## config.mk

```make
export PLATFORM = sky130hd
export DESIGN_NAME = matmul_mem_sequencer
export DESIGN_NICKNAME = d
export VERILOG_FILES = /design/src/rtl/matmul_mem_sequencer.sv
export SDC_FILE = /design/constraint.sdc
export NUM_CORES = 1
export LEC_CHECK = 0
export ABC_AREA = 1
export BUFFER_PORTS_ARGS = -buffer_cell sky130_fd_sc_hd__buf_2
export CAP_MARGIN = 20
export CORE_UTILIZATION = 65
export CTS_CLUSTER_DIAMETER = 50
export DETAILED_ROUTE_END_ITERATION = 6
export PLACE_DENSITY = 0.92
export SLEW_MARGIN = 0
export SYNTH_ARGS = -nofsm -noshare
export SYNTH_HDL_FRONTEND = slang
export SYNTH_SLANG_ARGS = --single-unit
export TNS_END_PERCENT = 50
```

## constraint.sdc

```tcl
create_clock -name clk -period 7.7 [get_ports clk]
set_clock_uncertainty 0.2 [all_clocks]
set_input_delay 0 -clock clk [delete_from_list [all_inputs] [get_ports clk]]
set_output_delay 0 -clock clk [all_outputs]
set_load 0.005 [all_outputs]
```

## src/rtl/matmul_mem_sequencer.sv

```systemverilog
// Memory-mastering sequencer computing C = A x B for NxN unsigned matrices stored row-major.
// Define MATMUL_OVF_EN to add the sticky ovf output (product high-half or accumulate carry).
module matmul_mem_sequencer #(
    parameter int unsigned         N      = 3,
    parameter int unsigned         ADDR_W = 17,
    parameter int unsigned         DATA_W = 32,
    parameter logic [ADDR_W-1:0]   A_BASE = 'h00200,
    parameter logic [ADDR_W-1:0]   B_BASE = 'h00300,
    parameter logic [ADDR_W-1:0]   C_BASE = 'h00100
) (
    input  logic              clk,
    input  logic              rst_n,
    input  logic              start,
    output logic              busy,
    output logic              done,
    output logic              memread,
    output logic              memwrite,
    output logic [ADDR_W-1:0] address,
    output logic [DATA_W-1:0] data_in,
`ifdef MATMUL_OVF_EN
    output logic              ovf,
`endif
    input  logic [DATA_W-1:0] data_out
);

    localparam int unsigned CW = $clog2(N + 1);
    localparam logic [CW-1:0] LAST = CW'(N - 1);

    typedef enum logic [2:0] {
        StIdle,
        StRdA,
        StRdB,
        StWrC,
        StDone
    } state_e;

    state_e            state_q;
    logic [CW-1:0]     i_q, j_q, k_q;
    logic [DATA_W-1:0] a_q;
    logic [DATA_W-1:0] acc_q;
    logic [DATA_W-1:0] acc_d;
    logic [31:0]       a_idx, b_idx, c_idx;

`ifdef MATMUL_OVF_EN
    logic              ovf_q;
    logic [2*DATA_W-1:0] prod;
    logic [DATA_W:0]     acc_sum;
    logic                ovf_hit;

    always_comb begin
        prod    = (2*DATA_W)'(a_q) * (2*DATA_W)'(data_out);
        acc_sum = {1'b0, acc_q} + {1'b0, prod[DATA_W-1:0]};
        acc_d   = acc_sum[DATA_W-1:0];
        ovf_hit = (prod[2*DATA_W-1:DATA_W] != '0) || acc_sum[DATA_W];
    end

    assign ovf = ovf_q;
`else
    // Wrapping multiply-accumulate; only the low word of the product matters.
    always_comb begin
        acc_d = acc_q + (a_q * data_out);
    end
`endif

    always_ff @(posedge clk) begin
        if (!rst_n) begin
            state_q <= StIdle;
            i_q     <= '0;
            j_q     <= '0;
            k_q     <= '0;
            a_q     <= '0;
            acc_q   <= '0;
`ifdef MATMUL_OVF_EN
            ovf_q   <= 1'b0;
`endif
        end else begin
            unique case (state_q)
                StIdle: begin
                    if (start) begin
                        i_q     <= '0;
                        j_q     <= '0;
                        k_q     <= '0;
                        acc_q   <= '0;
`ifdef MATMUL_OVF_EN
                        ovf_q   <= 1'b0;
`endif
                        state_q <= StRdA;
                    end
                end
                StRdA: begin
                    a_q     <= data_out;
                    state_q <= StRdB;
                end
                StRdB: begin
                    acc_q <= acc_d;
`ifdef MATMUL_OVF_EN
                    if (ovf_hit) begin
                        ovf_q <= 1'b1;
                    end
`endif
                    if (k_q == LAST) begin
                        k_q     <= '0;
                        state_q <= StWrC;
                    end else begin
                        k_q     <= k_q + 1'b1;
                        state_q <= StRdA;
                    end
                end
                StWrC: begin
                    acc_q <= '0;
                    if (j_q == LAST) begin
                        j_q <= '0;
                        i_q <= (i_q == LAST) ? '0 : i_q + 1'b1;
                    end else begin
                        j_q <= j_q + 1'b1;
                    end
                    if ((i_q == LAST) && (j_q == LAST)) begin
                        state_q <= StDone;
                    end else begin
                        state_q <= StRdA;
                    end
                end
                StDone: begin
                    state_q <= StIdle;
                end
                default: begin
                    state_q <= StIdle;
                end
            endcase
        end
    end

    always_comb begin
        a_idx = 32'(i_q) * N + 32'(k_q);
        b_idx = 32'(k_q) * N + 32'(j_q);
        c_idx = 32'(i_q) * N + 32'(j_q);
    end

    always_comb begin
        busy     = 1'b0;
        done     = 1'b0;
        memread  = 1'b0;
        memwrite = 1'b0;
        address  = '0;
        data_in  = '0;
        unique case (state_q)
            StIdle: begin
            end
            StRdA: begin
                busy    = 1'b1;
                memread = 1'b1;
                address = A_BASE + ADDR_W'(a_idx << 2);
            end
            StRdB: begin
                busy    = 1'b1;
                memread = 1'b1;
                address = B_BASE + ADDR_W'(b_idx << 2);
            end
            StWrC: begin
                busy     = 1'b1;
                memwrite = 1'b1;
                address  = C_BASE + ADDR_W'(c_idx << 2);
                data_in  = acc_q;
            end
            StDone: begin
                done = 1'b1;
            end
            default: begin
            end
        endcase
    end

endmodule

```

==> impl_summary.log, run 1 <==
[metrics] initial core utilization: 66.6%
[metrics] setup repair after global routing missed its margin: false
[metrics] number of buffers created by CTS: 9
[metrics] relative area change from synthesis to final layout: 5.62%
[metrics] share of synthesized cell area in and, or, nand and nor gates: between 15 and 20%
[metrics] final net count: 3,534
[metrics] measured slew at the worst slew-check pin: 1.04 ns
[metrics] average size of a mapped cell: 7.30 µm²
[metrics] Worst Path Max Fanout: 12
[metrics] Crit path required time: 7.79 ns
[metrics] final clock period utilization by the worst path: between 90% and 100%
[metrics] share of Yosys cell area claimed by the top area cell type: 41.7%
[metrics] placeable core region: 31,800 µm²
[metrics] number of pins exceeding their max-slew limit in the final report: 0
[metrics] final WL: 61,000 µm
[metrics] Slew headroom: 30.9%
[metrics] share of post-route cells with drive strength above 1: 6.22%
[metrics] share of flip-flops with an asynchronous set or reset: 0%
[metrics] unique cell type count in the Yosys netlist: 45
[metrics] Worst Setup Path Type: register to register
[metrics] maximum frequency from static timing analysis: roughly 0.14 GHz
[metrics] final design utilization: 70.4%
[metrics] final hold vios: 0
[metrics] number of standard-cell rows in the floorplan: 65
[metrics] commonest register cell after synthesis: sky130_fd_sc_hd__dfxtp_1
[metrics] CP most frequent cell: sky130_fd_sc_hd__fa_1
[metrics] cell type group with the largest total delay on the critical path: adder cells
[metrics] post-DR vias/cell: 5.50
[metrics] critical path's slowest cell: sky130_fd_sc_hd__dfxtp_1
[metrics] CP Data Arrival Time: 7.33 ns
[metrics] number of antenna violations at the first check in global routing: 1
[metrics] final-layout setup total negative slack: 0 ns
[metrics] CTS tree: built
[metrics] CTS clock-pin slew for the worst setup and hold paths: 0.07 ns
[metrics] type of origin of the critical path: register
[metrics] most frequent cells in the layout: 911 x sky130_fd_sc_hd__inv_1, 747 x sky130_fd_sc_hd__nand2_1, 441 x sky130_fd_sc_hd__fa_1
[metrics] flop and latch count out of synthesis: between 70 and 80
[metrics] Final setup viols: 0
[metrics] Vert. Die Dim: roughly 180 µm
[metrics] cell area after technology mapping: 21,200 µm²
[metrics] dominant combinational cell family by area after synthesis: adder cells
[metrics] first-pass GRT wire length: 98,600 µm
[metrics] buffers from clock root to sink, at most: 2
[metrics] sequential area share after synthesis: 6.90%
[metrics] crit path time final: about 7.2 ns
[metrics] Crit path buffers/inverters: 7
[metrics] Routed WL per cell: 18.2 µm
[metrics] via count of the first global-routing pass: roughly 20,000
[metrics] Area contributors post-synth: sky130_fd_sc_hd__fa_1 42%, sky130_fd_sc_hd__inv_1 16%, sky130_fd_sc_hd__nand2_1 13%, sky130_fd_sc_hd__ha_1 8.0%, sky130_fd_sc_hd__dfxtp_1 6.9%
[metrics] Detailed Routing Iterations Pass 1: 6
[metrics] CTS root buf: sky130_fd_sc_hd__clkbuf_16
[metrics] count of flip-flops with a built-in enable after synthesis: 0
[metrics] number of remaining DRC errors: 0
[metrics] CTS resizes: 0
[metrics] hold buffer count at CTS: 21
[metrics] count of filler cells inserted in the layout: ~2,400
[metrics] Yosys top cell by area: sky130_fd_sc_hd__fa_1
[metrics] Remaining Overflow, GRT: 0
[metrics] post-route ant nets: 0
[metrics] maximum cell stage delay along the critical path: 0.91 ns
[metrics] worst hold path type: input port to register
[metrics] Total GRT Usage: slightly below 40%
[metrics] total via count in the routed design: between 15,000 and 20,000
[metrics] clk_lat worst skew: 0.36 ns
[metrics] count of pins on the block boundary: 88
[metrics] commonest non-fill, non-tap cell in the layout: sky130_fd_sc_hd__inv_1
[metrics] setup bufs post-CTS: 0
[metrics] width of the die: 183 µm
[metrics] placer's final routability congestion estimate: 0.971
[metrics] share of cell area taken by muxes after synthesis: 0%
[metrics] kind of end point of the critical path: register
[metrics] largest net degree at the start of global routing: 37
[metrics] status: complete, no violations
[metrics] die footprint: 33,300 µm²
[metrics] Synth warnings: 0
[metrics] H-tree depth reported by CTS: 3
[metrics] TritonCTS Sinks: 73
[metrics] power per standard cell area: 444 nW/µm²
[metrics] Syn Inst Count: 2,901
[metrics] first-iteration detailed-routing DRC count: approximately 1,700
[metrics] number of buffers added on ports: 77
[metrics] Peak supply drop: around 0.54 mV
[metrics] xor and xnor fraction of the mapped netlist area: 0.531%
[metrics] number of max-cap violations: 0
[metrics] leakage power total: 13.9 nW
[metrics] DP HPWL: 48,800 µm
[metrics] fraction of the mapped netlist area in adder cells: about half
[metrics] worst reg-to-reg setup slack: roughly 0.46 ns
[metrics] post-synthesis compound-gate area fraction: roughly 4.6%
## report_power, final
| group | switching (mW) | total, mW | internal [mW] |
|---|---|---|---|
| logic | 5.73 | 8.89 | 3.17 |
| registers | 0.100 | 0.530 | 0.430 |
| clock network | 0.188 | 0.513 | 0.324 |
| total | 6.02 | 9.94 | 3.92 |
## per-stage QoR
| stage | worst slack, ns | area, µm² | total power [mW] | cells | hold WS (ns) |
|---|---|---|---|---|---|
| finish | 0.463 | 22400 | 9.94 | 3363 | 0.0353 |
| global route | 0.130 | 22400 | 11.0 | 3361 | 0.0516 |
| CTS | 0.542 | 22400 | 9.81 | 3361 | 0.000816 |
| detailed placement | 0.547 | 21800 | 9.23 | 3325 | 0.103 |
| global placement | 0.689 | 21800 | 8.96 | 3325 | 0.0854 |
| floorplan | 0.983 | 21200 | 6.57 | 2910 | -0.0651 |
## cell usage after synthesis, types with 2 or more instances
cell type and instances:
sky130_fd_sc_hd__a211oi_1 2, sky130_fd_sc_hd__a21o_1 3, sky130_fd_sc_hd__a21oi_1 86, sky130_fd_sc_hd__a22o_1 2, sky130_fd_sc_hd__buf_1 11, sky130_fd_sc_hd__buf_2 14
sky130_fd_sc_hd__buf_4 17, sky130_fd_sc_hd__buf_6 6, sky130_fd_sc_hd__clkbuf_1 93, sky130_fd_sc_hd__clkbuf_8 4, sky130_fd_sc_hd__clkinv_1 3, sky130_fd_sc_hd__dfxtp_1 73
sky130_fd_sc_hd__fa_1 441, sky130_fd_sc_hd__ha_1 136, sky130_fd_sc_hd__inv_1 911, sky130_fd_sc_hd__inv_2 8, sky130_fd_sc_hd__nand2_1 747, sky130_fd_sc_hd__nand2_2 16
sky130_fd_sc_hd__nand3_1 55, sky130_fd_sc_hd__nand3_2 3, sky130_fd_sc_hd__nand3b_1 8, sky130_fd_sc_hd__nand4_1 10, sky130_fd_sc_hd__nor2_1 133, sky130_fd_sc_hd__nor2_2 3
sky130_fd_sc_hd__nor3_1 4, sky130_fd_sc_hd__o211ai_1 3, sky130_fd_sc_hd__o21ai_0 69, sky130_fd_sc_hd__o21ai_1 7, sky130_fd_sc_hd__o21bai_1 3, sky130_fd_sc_hd__or2_2 6
sky130_fd_sc_hd__xnor2_1 5, sky130_fd_sc_hd__xor2_1 6
## cell type report
type	instances	area (µm²)	area share (%)
timing repair buffer	146	968	4.33
clock inverter	5	104	0.464
clock buffer	10	239	1.07
antenna	2	5.00	0.0224
tap	435	544	2.43
inverter	922	3460	15.5
sequential	73	1460	6.54
multi-input combinational	1770	15600	69.7
## registers in the layout, summed over array words and instances, names as in the netlist
signal   count
a_q         32
acc_q       32
i_q          2
j_q          2
k_q          2
state_q      3
## worst register-to-register path, delay by kind of cell, from the launching register on
family | cells | cell delay, ns
buffers and inverters | 7 | 0.70
DFF | 1 | 0.91
AOI/OAI and AO/OA | 1 | 0.11
and+or+nand+nor | 9 | 1.07
adders and majority gates | 9 | 4.18
## per-layer routing
| layer | part of all wire (%) | track usage, % | up-vias |
|---|---|---|---|
| met5 | 0 | 0 | - |
| li1 | - | - | 8122 |
| met3 | 12 | 9.24 | 328 |
| met2 | 48 | 63.4 | 1234 |
| met4 | 7.1 | 24.9 | 0 |
| met1 | 33 | 45.4 | 8818 |
## worst paths after layout
check / from / end / cells after the start
worst max-delay path: a_q[5]$_SDFFE_PN0P_ / acc_q[31]$_SDFFE_PN0P_ / 26
worst min-delay path: data_out[9] / a_q[9]$_SDFFE_PN0P_ / 3
worst min register to register: acc_q[4]$_SDFFE_PN0P_ / acc_q[4]$_SDFFE_PN0P_ / 2
worst max register to register: a_q[5]$_SDFFE_PN0P_ / acc_q[31]$_SDFFE_PN0P_ / 26
## logic make-up after synthesis
family	Yosys count
adder cells (fa/ha/maj)	577
AO/OA/AOI/OAI	183
buffers and inverters	1067
other	1
AND/OR/NAND/NOR	988
XOR/XNOR	12
flip-flops	73
Power figures use the tool's default switching activity.
==> run 2: changes to the inputs <==
- CTS_CLUSTER_SIZE: unset -> 30
- MAX_ROUTING_LAYER: unset -> met4
- REMOVE_ABC_BUFFERS: unset -> 1
==> impl_summary.log, run 2 (synthesis gave the netlist of run 1 again) <==
[metrics] number of pins exceeding their max-slew limit in the final report: 0 (unchanged)
[metrics] met3 Usage GRT: 8.02% (-1.2 points)
[metrics] number of standard cells in the final layout excluding fillers: 3,359 (-0.12%)
[metrics] CTS tree: built
[metrics] number of buffers added on ports: 77 (unchanged)
[metrics] Detailed Routing Iterations Pass 1: 6 (unchanged)
[metrics] largest registers: a_q x32, acc_q x32, state_q x3
[metrics] portion of total power attributed to sequential cells: 5.6% (+0.3 points)
[metrics] type of origin of the critical path: register
[metrics] via count of the first global-routing pass: 19,500 (-2.7%)
[metrics] Slew headroom: 17.8% (-13 points)
[metrics] Total GRT Usage: 38.6% (+0.065 points)
[metrics] initial core utilization: 66.6% (unchanged)
[metrics] H-tree depth reported by CTS: 3 (unchanged)
[metrics] final-layout setup total negative slack: 0 ns (unchanged)
[metrics] Gate power share: 90.0% (+0.5 points)
[metrics] number of buffers created by CTS: 9 (unchanged)
[metrics] leakage power total: 13.9 nW (-0.33%)
[metrics] relative area change from synthesis to final layout: 5.40%
[metrics] largest net degree at the start of global routing: 37 (unchanged)
[metrics] switching power of the nets: 5.84 mW (-3.0%)
[metrics] cell area after layout: 22,300 µm² (-0.20%)
[metrics] count of pins on the block boundary: 88 (unchanged)
[metrics] Worst Path Max Fanout: 12 (unchanged)
[metrics] Final setup viols: 0 (unchanged)
[metrics] CTS clock-pin slew for the worst setup and hold paths: 0.07 ns (about the same)
[metrics] buffers from clock root to sink, at most: 2 (unchanged)
[metrics] setup bufs post-CTS: 0 (unchanged)
[metrics] Remaining Overflow, GRT: 0 (unchanged)
[metrics] total via count in the routed design: 18,200 (-1.5%)
[metrics] Vert. Die Dim: 183 µm (unchanged)
[metrics] Crit path required time: 7.72 ns (-0.07 ns)
[metrics] first-iteration detailed-routing DRC count: 1,652 (-3.8%)
[metrics] Peak supply drop: 0.803 mV (+49%)
[metrics] number of remaining DRC errors: 0 (unchanged)
[metrics] commonest non-fill, non-tap cell in the layout: sky130_fd_sc_hd__inv_1
[metrics] maximum frequency from static timing analysis: 0.136 GHz (-1.6%)
[metrics] crit path time final: 7.35 ns (+0.115 ns)
[metrics] startpoint of the most critical setup path: a_q[8]$_SDFFE_PN0P_
[metrics] combined area of the multi-input logic cells: 15,600 µm² (about the same)
[metrics] DP Area: 21,800 µm² (-0.25%)
[metrics] clk_lat worst skew: 0.36 ns (about the same)
[metrics] final clock period utilization by the worst path: 95.5% (+1.5 points)
[metrics] measured slew at the worst slew-check pin: 1.23 ns (+0.196 ns)
[metrics] diode count: 0 (-2)
[metrics] post-route ant nets: 0 (unchanged)
[metrics] power per standard cell area: 429 nW/µm² (-3.3%)
[metrics] met1 track demand over resource: 46.9% (+1.5 points)
[metrics] most frequent cells in the layout: 911 x sky130_fd_sc_hd__inv_1, 747 x sky130_fd_sc_hd__nand2_1, 441 x sky130_fd_sc_hd__fa_1
[metrics] share of post-route cells with drive strength above 1: 5.92% (-0.30 points)
[metrics] status: complete, no violations
[metrics] width of the die: 183 µm (unchanged)
[metrics] layer with the highest usage: met2
[metrics] placed cell count: 3,315 (-0.30%)
[metrics] setup repair after global routing missed its margin: false
[metrics] sw frac: 60.9% (+0.33 points)
[metrics] post-DR vias/cell: 5.42 (-1.4%)
[metrics] number of antenna violations at the first check in global routing: 0 (-1)
[metrics] CTS root buf: sky130_fd_sc_hd__clkbuf_16
[metrics] internal power: 3.75 mW (-4.3%)
[metrics] CP Data Arrival Time: 7.38 ns (+0.05 ns)
[metrics] die footprint: 33,300 µm² (unchanged)
[metrics] part of the power in the clock network: 4.4% (-0.8 points)
[metrics] first-pass GRT wire length: 96,500 µm (-2.2%)
[metrics] register area: 1460 µm² (about the same)
[metrics] kind of end point of the critical path: register
[metrics] placer's final routability congestion estimate: 0.971 (about the same)
[metrics] final design utilization: 70.2% (-0.14 points)
[metrics] final net count: 3,531 (-0.085%)
[metrics] final hold vios: 0 (unchanged)
[metrics] placeable core region: 31,800 µm² (unchanged)
[metrics] Routed WL per cell: 17.5 µm (-3.7%)
[metrics] worst hold path type: input port to register
[metrics] final WL: 58,700 µm (-3.9%)
[metrics] Worst Setup Path Type: register to register
[metrics] DP HPWL: 47,100 µm (-3.6%)
[metrics] GR Layer Usage met2: 60.7% (-2.7 points)
[metrics] number of max-cap violations: 0 (unchanged)
[metrics] HP Start: data_out[0]
[metrics] count of filler cells inserted in the layout: 2,373 (+0.21%)
[metrics] TritonCTS Sinks: 73 (unchanged)
[metrics] launch instance of the worst register-to-register path: a_q[8]$_SDFFE_PN0P_
[metrics] number of standard-cell rows in the floorplan: 65 (unchanged)
## run 2: changes by cell type in the layout (fill, tap and decap cells not counted), sizes merged
cell         before  now
inv             919  922
buf             125  115
clkinvlp          0    1
dlygate4sd3      21   28
bufinv            3    0
diode             2    0
## run 2: power groups by stage
| stage | clock (mW) | sequential, mW | combinational, mW |
|---|---|---|---|
| after global routing | 0.441 | 0.537 | 9.77 |
| after floorplan | 0 | 0.514 | 5.98 |
| final | 0.426 | 0.533 | 8.63 |
| after detailed placement | 0 | 0.536 | 8.39 |
| after CTS | 0.424 | 0.529 | 8.52 |
| after global placement | 0 | 0.535 | 8.10 |
## run 2: layout make-up
type | count | area share (%)
multi-input cells | 1770 | 69.8
well taps | 435 | 2.44
clock buffers | 10 | 1.07
clock inverters | 6 | 0.213
inverters | 922 | 15.5
repair buffers | 143 | 4.40
flip-flops and latches | 73 | 6.54
## run 2: critical path, stage by stage (launching register included)
cell	delay (ns)
sky130_fd_sc_hd__dfxtp_1	0.74
sky130_fd_sc_hd__buf_4	0.34
sky130_fd_sc_hd__nand2_1	0.09
sky130_fd_sc_hd__fa_1	0.38
sky130_fd_sc_hd__inv_1	0.08
sky130_fd_sc_hd__fa_1	0.43
sky130_fd_sc_hd__fa_1	0.52
sky130_fd_sc_hd__inv_1	0.05
sky130_fd_sc_hd__fa_1	0.48
sky130_fd_sc_hd__inv_1	0.06
sky130_fd_sc_hd__fa_1	0.50
sky130_fd_sc_hd__fa_1	0.56
sky130_fd_sc_hd__fa_1	0.52
sky130_fd_sc_hd__inv_1	0.06
sky130_fd_sc_hd__fa_1	0.53
sky130_fd_sc_hd__inv_1	0.07
sky130_fd_sc_hd__ha_1	0.34
sky130_fd_sc_hd__nand2_1	0.11
sky130_fd_sc_hd__nor2_1	0.15
sky130_fd_sc_hd__nand2_1	0.07
sky130_fd_sc_hd__inv_1	0.09
sky130_fd_sc_hd__nand4_1	0.08
sky130_fd_sc_hd__nand3_1	0.13
sky130_fd_sc_hd__a21o_1	0.16
sky130_fd_sc_hd__a21oi_1	0.08
sky130_fd_sc_hd__or2_2	0.28
sky130_fd_sc_hd__nand3_1	0.07
sky130_fd_sc_hd__a21oi_1	0.06
## run 2: repair_timing
item	in CTS	in global routing
hold buffers	28	0
resized for setup	0	0
endpoints found under the hold margin	29	0
## run 2: path summary, 6_finish.rpt
| check | endpoint | cells after the start | slack [ns] |
|---|---|---|---|
| worst max-delay path | acc_q[26]$_SDFFE_PN0P_ | 27 | 0.35 |
| worst min-delay path | a_q[0]$_SDFFE_PN0P_ | 3 | 0.02 |
| worst max register to register | acc_q[26]$_SDFFE_PN0P_ | 27 | 0.35 |
| worst min register to register | acc_q[5]$_SDFFE_PN0P_ | 2 | 0.26 |
## run 2: per-layer routing
layer,share of wire (%),routed length (µm)
met4,6.0,3510
met1,36,21400
met3,12,7000
met5,0,0
met2,46,26800
## run 2: through the flow
stage	power (mW)	hold slack, ns	setup slack [ns]
after global routing	10.8	0.0421	0.00645
after detailed placement	8.93	0.104	0.460
after CTS	9.47	0.00407	0.456
final	9.59	0.0209	0.348
after global placement	8.64	0.0975	0.406
after floorplan	6.50	-0.0825	1.03
